## src/rtl/ser_bus_bridge.sv

```systemverilog
`default_nettype none
// ============================================================================
// Module      : ser_bus_bridge
// Description : Byte-stream to memory-bus bridge. This block takes command
//               frames from a serial receiver's byte strobe. It issues one
//               32-bit word read or write as an initiator on the native
//               valid/ready memory bus. It returns the response bytes to a
//               serial transmitter.
//
//               Frames (multi-byte fields MSB first):
//                 'R' (0x52) + 4 address bytes
//                 'W' (0x57) + 4 address bytes + 4 data bytes
//               Responses:
//                 read ok  -> 4 read-data bytes, MSB first
//                 write ok -> 'K' (0x4B)
//                 timeout  -> 'E' (0x45) only
//
// Parameters  : TIMEOUT    cycles mem_valid may wait for mem_ready before the
//                          transaction is abandoned (1..65535)
// Ports       : clk_24     system clock, rising edge
//               reset      synchronous active-high reset
//               rx_valid   one-cycle strobe, byte present on rx_data
//               rx_data    received byte
//               tx_valid   byte to transmit present on tx_data
//               tx_data    byte to transmit
//               tx_ready   transmitter accepts tx_data this cycle
//               mem_valid  bus request
//               mem_instr  always 0 (data access)
//               mem_ready  bus completion strobe
//               mem_addr   word address, bits [1:0] always 0
//               mem_wdata  write data
//               mem_wstrb  4'hF for writes, 4'h0 for reads
//               mem_rdata  read data, valid while mem_ready=1
//               busy       high whenever the FSM is not idle
//
// Revision    : 1.0 - initial release
// ============================================================================
module ser_bus_bridge #(
    parameter int TIMEOUT = 255
) (
    input  logic        clk_24,
    input  logic        reset,
    input  logic        rx_valid,
    input  logic [7:0]  rx_data,
    output logic        tx_valid,
    output logic [7:0]  tx_data,
    input  logic        tx_ready,
    output logic        mem_valid,
    output logic        mem_instr,
    input  logic        mem_ready,
    output logic [31:0] mem_addr,
    output logic [31:0] mem_wdata,
    output logic [3:0]  mem_wstrb,
    input  logic [31:0] mem_rdata,
    output logic        busy
);

    localparam logic [7:0]  c_CMD_READ  = 8'h52;
    localparam logic [7:0]  c_CMD_WRITE = 8'h57;
    localparam logic [7:0]  c_RESP_OK   = 8'h4B;
    localparam logic [7:0]  c_RESP_ERR  = 8'h45;
    localparam logic [15:0] c_TIMEOUT   = 16'(TIMEOUT);

    typedef enum logic [2:0] {
        ST_IDLE = 3'd0,
        ST_ADDR = 3'd1,
        ST_DATA = 3'd2,
        ST_BUS  = 3'd3,
        ST_RESP = 3'd4
    } state_t;

    state_t      r_state;
    logic        r_is_write;
    logic [1:0]  r_bcnt;      // frame byte index, then remaining read bytes
    logic        r_err;
    logic [15:0] r_tcnt;
    logic [31:0] r_addr;
    logic [31:0] r_wdata;
    logic [31:0] r_rdata;     // pre-shifted: [31:24] is always the next byte
    logic        r_mem_valid;
    logic [3:0]  r_wstrb;
    logic        r_tx_valid;
    logic [7:0]  r_tx_data;

    logic w_is_cmd;
    logic w_last_field_byte;
    logic w_tx_accept;
    logic w_resp_last;

    assign w_is_cmd          = (rx_data == c_CMD_READ) || (rx_data == c_CMD_WRITE);
    assign w_last_field_byte = (r_bcnt == 2'd3);
    assign w_tx_accept       = r_tx_valid && tx_ready;
    // A write ack and an error reply are a single byte. A read reply ends
    // when no data bytes remain.
    assign w_resp_last       = r_err || r_is_write || (r_bcnt == 2'd0);

    always_ff @(posedge clk_24) begin
        if (reset) begin
            r_state     <= ST_IDLE;
            r_is_write  <= 1'b0;
            r_bcnt      <= 2'd0;
            r_err       <= 1'b0;
            r_tcnt      <= 16'd0;
            r_addr      <= 32'd0;
            r_wdata     <= 32'd0;
            r_rdata     <= 32'd0;
            r_mem_valid <= 1'b0;
            r_wstrb     <= 4'h0;
            r_tx_valid  <= 1'b0;
            r_tx_data   <= 8'd0;
        end else begin
            case (r_state)
                ST_IDLE: begin
                    // Anything other than a command byte is discarded here.
                    if (rx_valid && w_is_cmd) begin
                        r_is_write <= (rx_data == c_CMD_WRITE);
                        r_bcnt     <= 2'd0;
                        r_err      <= 1'b0;
                        r_state    <= ST_ADDR;
                    end
                end

                ST_ADDR: begin
                    if (rx_valid) begin
                        r_addr <= {r_addr[23:0], rx_data};
                        r_bcnt <= r_bcnt + 2'd1;
                        if (w_last_field_byte) begin
                            if (r_is_write) begin
                                r_state <= ST_DATA;
                            end else begin
                                r_state     <= ST_BUS;
                                r_mem_valid <= 1'b1;
                                r_wstrb     <= 4'h0;
                                r_tcnt      <= 16'd0;
                            end
                        end
                    end
                end

                ST_DATA: begin
                    if (rx_valid) begin
                        r_wdata <= {r_wdata[23:0], rx_data};
                        r_bcnt  <= r_bcnt + 2'd1;
                        if (w_last_field_byte) begin
                            r_state     <= ST_BUS;
                            r_mem_valid <= 1'b1;
                            r_wstrb     <= 4'hF;
                            r_tcnt      <= 16'd0;
                        end
                    end
                end

                ST_BUS: begin
                    // mem_ready takes priority over an expiring timeout.
                    if (mem_ready) begin
                        r_mem_valid <= 1'b0;
                        r_wstrb     <= 4'h0;
                        r_tx_valid  <= 1'b1;
                        r_state     <= ST_RESP;
                        if (r_is_write) begin
                            r_tx_data <= c_RESP_OK;
                        end else begin
                            r_tx_data <= mem_rdata[31:24];
                            r_rdata   <= {mem_rdata[23:0], 8'd0};
                            r_bcnt    <= 2'd3;
                        end
                    end else if (r_tcnt == c_TIMEOUT) begin
                        r_mem_valid <= 1'b0;
                        r_wstrb     <= 4'h0;
                        r_err       <= 1'b1;
                        r_tx_valid  <= 1'b1;
                        r_tx_data   <= c_RESP_ERR;
                        r_state     <= ST_RESP;
                    end else begin
                        r_tcnt <= r_tcnt + 16'd1;
                    end
                end

                ST_RESP: begin
                    if (w_tx_accept) begin
                        if (w_resp_last) begin
                            r_tx_valid <= 1'b0;
                            r_state    <= ST_IDLE;
                        end else begin
                            r_tx_data <= r_rdata[31:24];
                            r_rdata   <= {r_rdata[23:0], 8'd0};
                            r_bcnt    <= r_bcnt - 2'd1;
                        end
                    end
                end

                default: begin
                    r_state     <= ST_IDLE;
                    r_mem_valid <= 1'b0;
                    r_tx_valid  <= 1'b0;
                end
            endcase
        end
    end

    assign tx_valid  = r_tx_valid;
    assign tx_data   = r_tx_data;
    assign mem_valid = r_mem_valid;
    assign mem_instr = 1'b0;
    assign mem_addr  = {r_addr[31:2], 2'b00};
    assign mem_wdata = r_wdata;
    assign mem_wstrb = r_wstrb;
    assign busy      = (r_state != ST_IDLE);

endmodule
`default_nettype wire

```

## config.mk

```make
export PLATFORM = sky130hd
export DESIGN_NAME = ser_bus_bridge
export DESIGN_NICKNAME = d
export VERILOG_FILES = /design/src/rtl/ser_bus_bridge.sv
export SDC_FILE = /design/constraint.sdc
export NUM_CORES = 1
export LEC_CHECK = 0
export CAP_MARGIN = 10
export CELL_PAD_IN_SITES_DETAIL_PLACEMENT = 0
export CELL_PAD_IN_SITES_GLOBAL_PLACEMENT = 1
export CORE_MARGIN = 4
export CORE_UTILIZATION = 25
export DETAILED_ROUTE_END_ITERATION = 10
export GPL_TIMING_DRIVEN = 1
export PLACE_DENSITY = 0.63
export SLEW_MARGIN = 30
export SYNTH_ARGS = -nofsm -noshare
export SYNTH_HDL_FRONTEND = slang
export SYNTH_SLANG_ARGS = --single-unit
```

## constraint.sdc

```tcl
create_clock -name clk_24 -period 2.5 [get_ports clk_24]
set_input_delay 0.25 -clock clk_24 [delete_from_list [all_inputs] [get_ports clk_24]]
set_output_delay 0.25 -clock clk_24 [all_outputs]
set_load 0.02 [all_outputs]
```

==> results of run 1 <==
final cells by class:
cell class | instances | area, sq um
sequential | 122 | 2440
multi-input combinational | 487 | 2490
inverter | 5 | 18.8
fill | 2264 | 13900
tap | 275 | 344
clock inverter | 9 | 125
clock buffer | 20 | 447
timing repair buffer | 144 | 1390
worst max-delay path: cells and delay by family, from the launching register on:
kind | cells | cell delay, ns
AND/OR/NAND/NOR | 1 | 0.10
flip-flops | 1 | 0.55
buffers and inverters | 3 | 0.83
cells in the mapped netlist (4+ instances only):
library cell    n  area (sq um)
dfxtp_1       122          2440
nor3_1          5          25.0
nand3_1        14          70.1
buf_2           4          20.0
o211ai_1        4          30.0
buf_4          39           293
clkbuf_1       36           135
o21ai_0        24           120
inv_1           5          18.8
a21oi_1       108           541
and3_1          6          37.5
nor2_1         39           146
a311oi_1       22           193
o31ai_1         4          30.0
nand2b_1        7          43.8
nand2_1       187           702
nand3b_1        4          30.0
or3_1          10          62.6
per-layer routing:
layer	routed length (um)	GRT usage [%]	vias to the layer above
li1	-	-	2510
met1	7520	17.8	2227
met2	7120	19.4	90
met3	760	3.53	14
met4	182	4.38	0
met5	0	0	-
flip-flops by register name, indices dropped and copies added (netlist names):
signal and flops:
mem_valid 1, r_tcnt 16, mem_wdata 32, tx_data 8
mem_wstrb 1, r_is_write 1, r_err 1, tx_valid 1
r_addr 32, r_rdata 24, r_state 3, r_bcnt 2
report_power, final:
part | switching, mW | internal (mW)
sequential | 0.0301 | 1.97
clock | 0.873 | 1.57
combinational | 0.245 | 0.191
through the flow:
step / cell area (sq um) / util (%)
global route: 7260 / 34.3
detailed placement: 6690 / 31.6
finish: 7260 / 34.3
CTS: 7260 / 34.3
global placement: 6690 / 31.6
floorplan: 5420 / -
cells by family after synthesis:
logic type / synth area share (%)
AO/OA/AOI/OAI: 19.9
XOR/XNOR: 0.647
adder cells (fa/ha/maj): 0.231
buffers and inverters: 9.24
flip-flops: 45.1
multiplexers: 0.185
other: 0.0692
AND/OR/NAND/NOR: 24.6
worst min-delay path by stage:
stage / from / end / slack [ns] / cells past startpoint
2_1_floorplan: rx_data[0] / r_addr[0] / 0.39 / 2
3_3_place_gp: r_rdata[8] / r_rdata[8] / 0.44 / 2
3_5_place_dp: r_rdata[11] / r_rdata[11] / 0.45 / 2
4_1_cts: reset / r_is_write / 0.30 / 2
5_1_grt: reset / r_is_write / 0.33 / 2
6_report: reset / r_addr[23] / 0.31 / 2
==> out/results.txt, run 1 <==
outcome = complete, no violations
DRC = 0
Period minus WS final = 2.14 ns
Reg2Reg Capture Point = r_tcnt[10]
FP Rows = 53
HP Class = primary input to flip-flop
final hold violations = 0
cts hold-fix bufs = 0
Clock Path Buffers = 2
register area share after synthesis = 45.1%
Post-Syn Area per Cell = 7.80 sq um
antenna-violating nets left = 0
maxcap violations = 0
Placed Cells = 1,033
vias in the first global route = 4,634
global-route usage over all layers = 12.9%
CP endpoint = busy
dpl hpwl = 10.5 mm
most frequent cells in the layout = nand2_1, dfxtp_1, clkdlybuf4s50_1, a21oi_1, nor2_1
Final Net Count = 823
CP max stage delay = 0.62 ns
Leak = 2.36 nW
CP Data Required Time = 2.25 ns
die area = 24,100 sq um
ys async rst share = 0%
Die Ht = 155 um
Final Instance Count excl. Fillers = 1,062
Worst setup SP type = flip-flop
H-tree levels = 4
Min Hold Slack = 0.312 ns
CTS buffer count = 17
I/O pins = 125
Initial Util = 25.6%
Seq cells post-synth = 122
layout cells sized above 1 = 8.51%
setup TNS = 0 ns
vias = 4,841
worst vdd ir = 430 uV
Post-Synthesis Cells = 694
depth of the worst register-to-register path = 5
reg2reg start = r_state[1]
drt pass-1 iters = 5
total grt overflow = 0
number of synthesized flops with an enable pin = 0
slowest CP cell = clkdlybuf4s50_1
Final Power = 4.88 mW
CTS resizes = 0
Final Max Slew Viols = 0
Slew HR = 51.2%
Setup WS pre-CTS = 0.310 ns
Distinct cells, synth = 52
Worst Path Arrival = 1.89 ns
Cell Area, Synth = 5420 sq um
Top FF cell, synth = dfxtp_1
DR WL/cell = 14.7 um
Synth-to-Final Area Change = 34.1%
Post-CTS Setup Inserts = 0
CP Max Fanout = 12
crit path kind = flip-flop to output port
Skew-Pair Late Insertion Delay = 0.41 ns
initial antenna violation count = 0
fmax = 0.467 GHz
Worst setup EP type = output port
Slew @ Worst Pin = 0.733 ns
Worst-path clk slew = 0.06 ns
# clock sinks = 122
final worst slack = 0.360 ns
CTS root buffer = clkbuf_16
FF-to-FF setup slack = 0.37 ns
crit path launch = r_state[1]
largest net degree at the start of global routing = 46
list of cells traversed by the critical path = nor3_1 -> buf_4 -> inv_1 -> clkdlybuf4s50_1
core region area = 21,200 sq um
ant diodes = 0
Layout Skew = 0.00833 ns
Final period util = 85.6%
Yosys Warn Count = 0
final setup violation count = 0
global-route wire length before repair = 25.1 mm
CTS tree = yes
RePlAce Congestion = 0.778
I/O Buffers = 121
DRT Wirelength = 15.6 mm
Die X = 155 um
number of DRC violations after detailed-routing iteration 0 = 266
RSZ-0062 raised after global routing = false
cell area power density = 672 nW/um^2
commonest non-fill, non-tap cell in the layout = nand2_1
vias per cell = 4.56
Power figures use the tool's default switching activity.
==> run 2: changes to the inputs <==
CORE_MARGIN = 1.5   (was 4)
==> out/results.txt, run 2 (synthesized netlist as in run 1, its figures left out) <==
outcome = complete, no violations (unchanged)
initial antenna violation count = 0 (unchanged)
DRC = 0 (unchanged)
vias = 4,848 (was 4,841)
CTS buffer count = 17 (unchanged)
maxcap violations = 0 (unchanged)
most frequent cells in the layout = nand2_1, dfxtp_1, clkdlybuf4s50_1, a21oi_1, nor2_1 (unchanged)
die area = 22,600 sq um (was 24,100 sq um)
total grt overflow = 0 (unchanged)
RSZ-0062 raised after global routing = false (unchanged)
CTS root buffer = clkbuf_16 (unchanged)
Flop pwr share = 40.8% (was 41.0%)
global-route wire length before repair = 24.5 mm (was 25.1 mm)
Comb power frac = 8.9% (about the same)
CP max stage delay = 0.62 ns (about the same)
list of cells traversed by the critical path = buf_4 -> nor3_1 -> buf_4 -> inv_1 -> clkdlybuf4s50_1 (was nor3_1 -> buf_4 -> inv_1 -> clkdlybuf4s50_1)
dpl hpwl = 10.2 mm (was 10.5 mm)
Clock Path Buffers = 2 (unchanged)
cell area power density = 673 nW/um^2 (was 672 nW/um^2)
CP Max Fanout = 10 (was 12)
Worst setup SP type = flip-flop (unchanged)
H-tree levels = 4 (unchanged)
Pint = 3.71 mW (was 3.73 mW)
Clock Power Share = 50.2% (was 50.0%)
DR WL/cell = 14.1 um (was 14.7 um)
ant diodes = 0 (unchanged)
FP Rows = 53 (unchanged)
post-route cell area = 7280 sq um (was 7260 sq um)
HP Class = primary input to flip-flop (unchanged)
# clock sinks = 122 (unchanged)
cell mode on critical path = buf_4
vias per cell = 4.55 (was 4.56)
FF-to-FF setup slack = 0.32 ns (was 0.37 ns)
Worst setup EP type = output port (unchanged)
number of DRC violations after detailed-routing iteration 0 = 193 (was 266)
Leak = 2.37 nW (was 2.36 nW)
core region area = 21,200 sq um (unchanged)
Synth-to-Final Area Change = 34.4% (was 34.1%)
final hold violations = 0 (unchanged)
Buf+Inv Stages, Crit Path = 4 (was 3)
final worst slack = 0.212 ns (was 0.360 ns)
commonest non-fill, non-tap cell in the layout = nand2_1 (unchanged)
Worst Path Arrival = 2.04 ns (was 1.89 ns)
Final Net Count = 823 (unchanged)
largest net degree at the start of global routing = 42 (was 46)
I/O pins = 125 (unchanged)
Final Max Slew Viols = 0 (unchanged)
slowest CP cell = clkdlybuf4s50_1 (unchanged)
Die Ht = 150 um (was 155 um)
Skew-Pair Late Insertion Delay = 0.42 ns (was 0.41 ns)
vias in the first global route = 4,639 (was 4,634)
DRT Wirelength = 15.0 mm (was 15.6 mm)
Placed Area = 6690 sq um (unchanged)
Min-Delay Startpoint = reset (unchanged)
cts hold-fix bufs = 0 (unchanged)
RePlAce Congestion = 0.749 (was 0.778)
fmax = 0.437 GHz (was 0.467 GHz)
final setup violation count = 0 (unchanged)
worst vdd ir = 428 uV (was 430 uV)
CTS resizes = 0 (unchanged)
antenna-violating nets left = 0 (unchanged)
crit path launch = r_state[2] (was r_state[1])
global-route usage over all layers = 13.9% (was 12.9%)
layout cells sized above 1 = 8.86% (was 8.51%)
CTS tree = yes (unchanged)
reg2reg start = r_state[1] (unchanged)
Die X = 150 um (was 155 um)
Slew @ Worst Pin = 0.716 ns (was 0.733 ns)
Final period util = 91.5% (was 85.6%)
Initial Util = 25.6% (unchanged)
sw frac = 24.3% (was 23.5%)
setup TNS = 0 ns (unchanged)
Slew HR = 52.3% (was 51.2%)
Period minus WS final = 2.29 ns (was 2.14 ns)
drt pass-1 iters = 4 (was 5)
Post-CTS Setup Inserts = 0 (unchanged)
I/O Buffers = 121 (unchanged)
Worst-path clk slew = 0.06 ns (about the same)
Setup WS pre-CTS = 0.247 ns (was 0.310 ns)
Top delay family on crit path = buffers and inverters (unchanged)
crit path kind = flip-flop to output port (unchanged)
sw power = 1.19 mW (was 1.15 mW)
CP Data Required Time = 2.25 ns (about the same)
Min Hold Slack = 0.155 ns (was 0.312 ns)
Layout Skew = 0.00749 ns (was 0.00833 ns)
[run 2: cell types whose count changed in the layout (fill, tap and decap cells not counted), sizes merged]
cell    previous run  this run
bufinv             3         2
clkbuf            20        22
inv                5         6
clkinv             4         5
[run 2: final cells by class]
type | count | area (sq um)
clock buffer | 22 | 474
clock inverter | 10 | 116
fill | 2285 | 13900
inverter | 5 | 18.8
multi-input combinational | 487 | 2490
sequential | 122 | 2440
tap | 275 | 344
timing repair buffer | 144 | 1390
[run 2: power groups by stage]
stage / registers, mW / logic (mW) / clock network (mW)
2_1_floorplan: 2.04 / 0.255 / 0
3_3_place_gp: 2.04 / 0.447 / 0
3_5_place_dp: 2.04 / 0.443 / 0
4_1_cts: 2.00 / 0.444 / 2.53
5_1_grt: 2.00 / 0.483 / 2.61
6_report: 2.00 / 0.437 / 2.46
[run 2: worst register-to-register path: cells and delay by family (launching register included)]
| family | cells | cell delay, ns |
|---|---|---|
| compound gates | 3 | 0.85 |
| flops | 1 | 0.40 |
| simple gates | 2 | 0.87 |
[run 2: worst paths after layout]
| check | depth (start not counted) | to |
|---|---|---|
| worst max-delay path | 5 | busy |
| worst min-delay path | 2 | mem_wstrb[2] |
| worst max register to register | 5 | r_tcnt[10] |
| worst min register to register | 2 | r_rdata[15] |
[run 2: per-stage QoR]
stage	cells	util [%]	power, mW
final	1065	34.4	4.90
after global routing	1065	34.4	5.10
after CTS	1065	34.4	4.98
after detailed placement	1033	31.6	2.49
after global placement	1033	31.6	2.49
after floorplan	696	-	2.29
[run 2: routing by layer]
layer | vias up | global-route usage (%) | part of all wire, %
met5 | - | 0 | 0
met4 | 0 | 5.69 | 1.8
met3 | 18 | 3.61 | 4.6
met2 | 104 | 21.4 | 46
met1 | 2216 | 18.3 | 48
li1 | 2510 | - | -
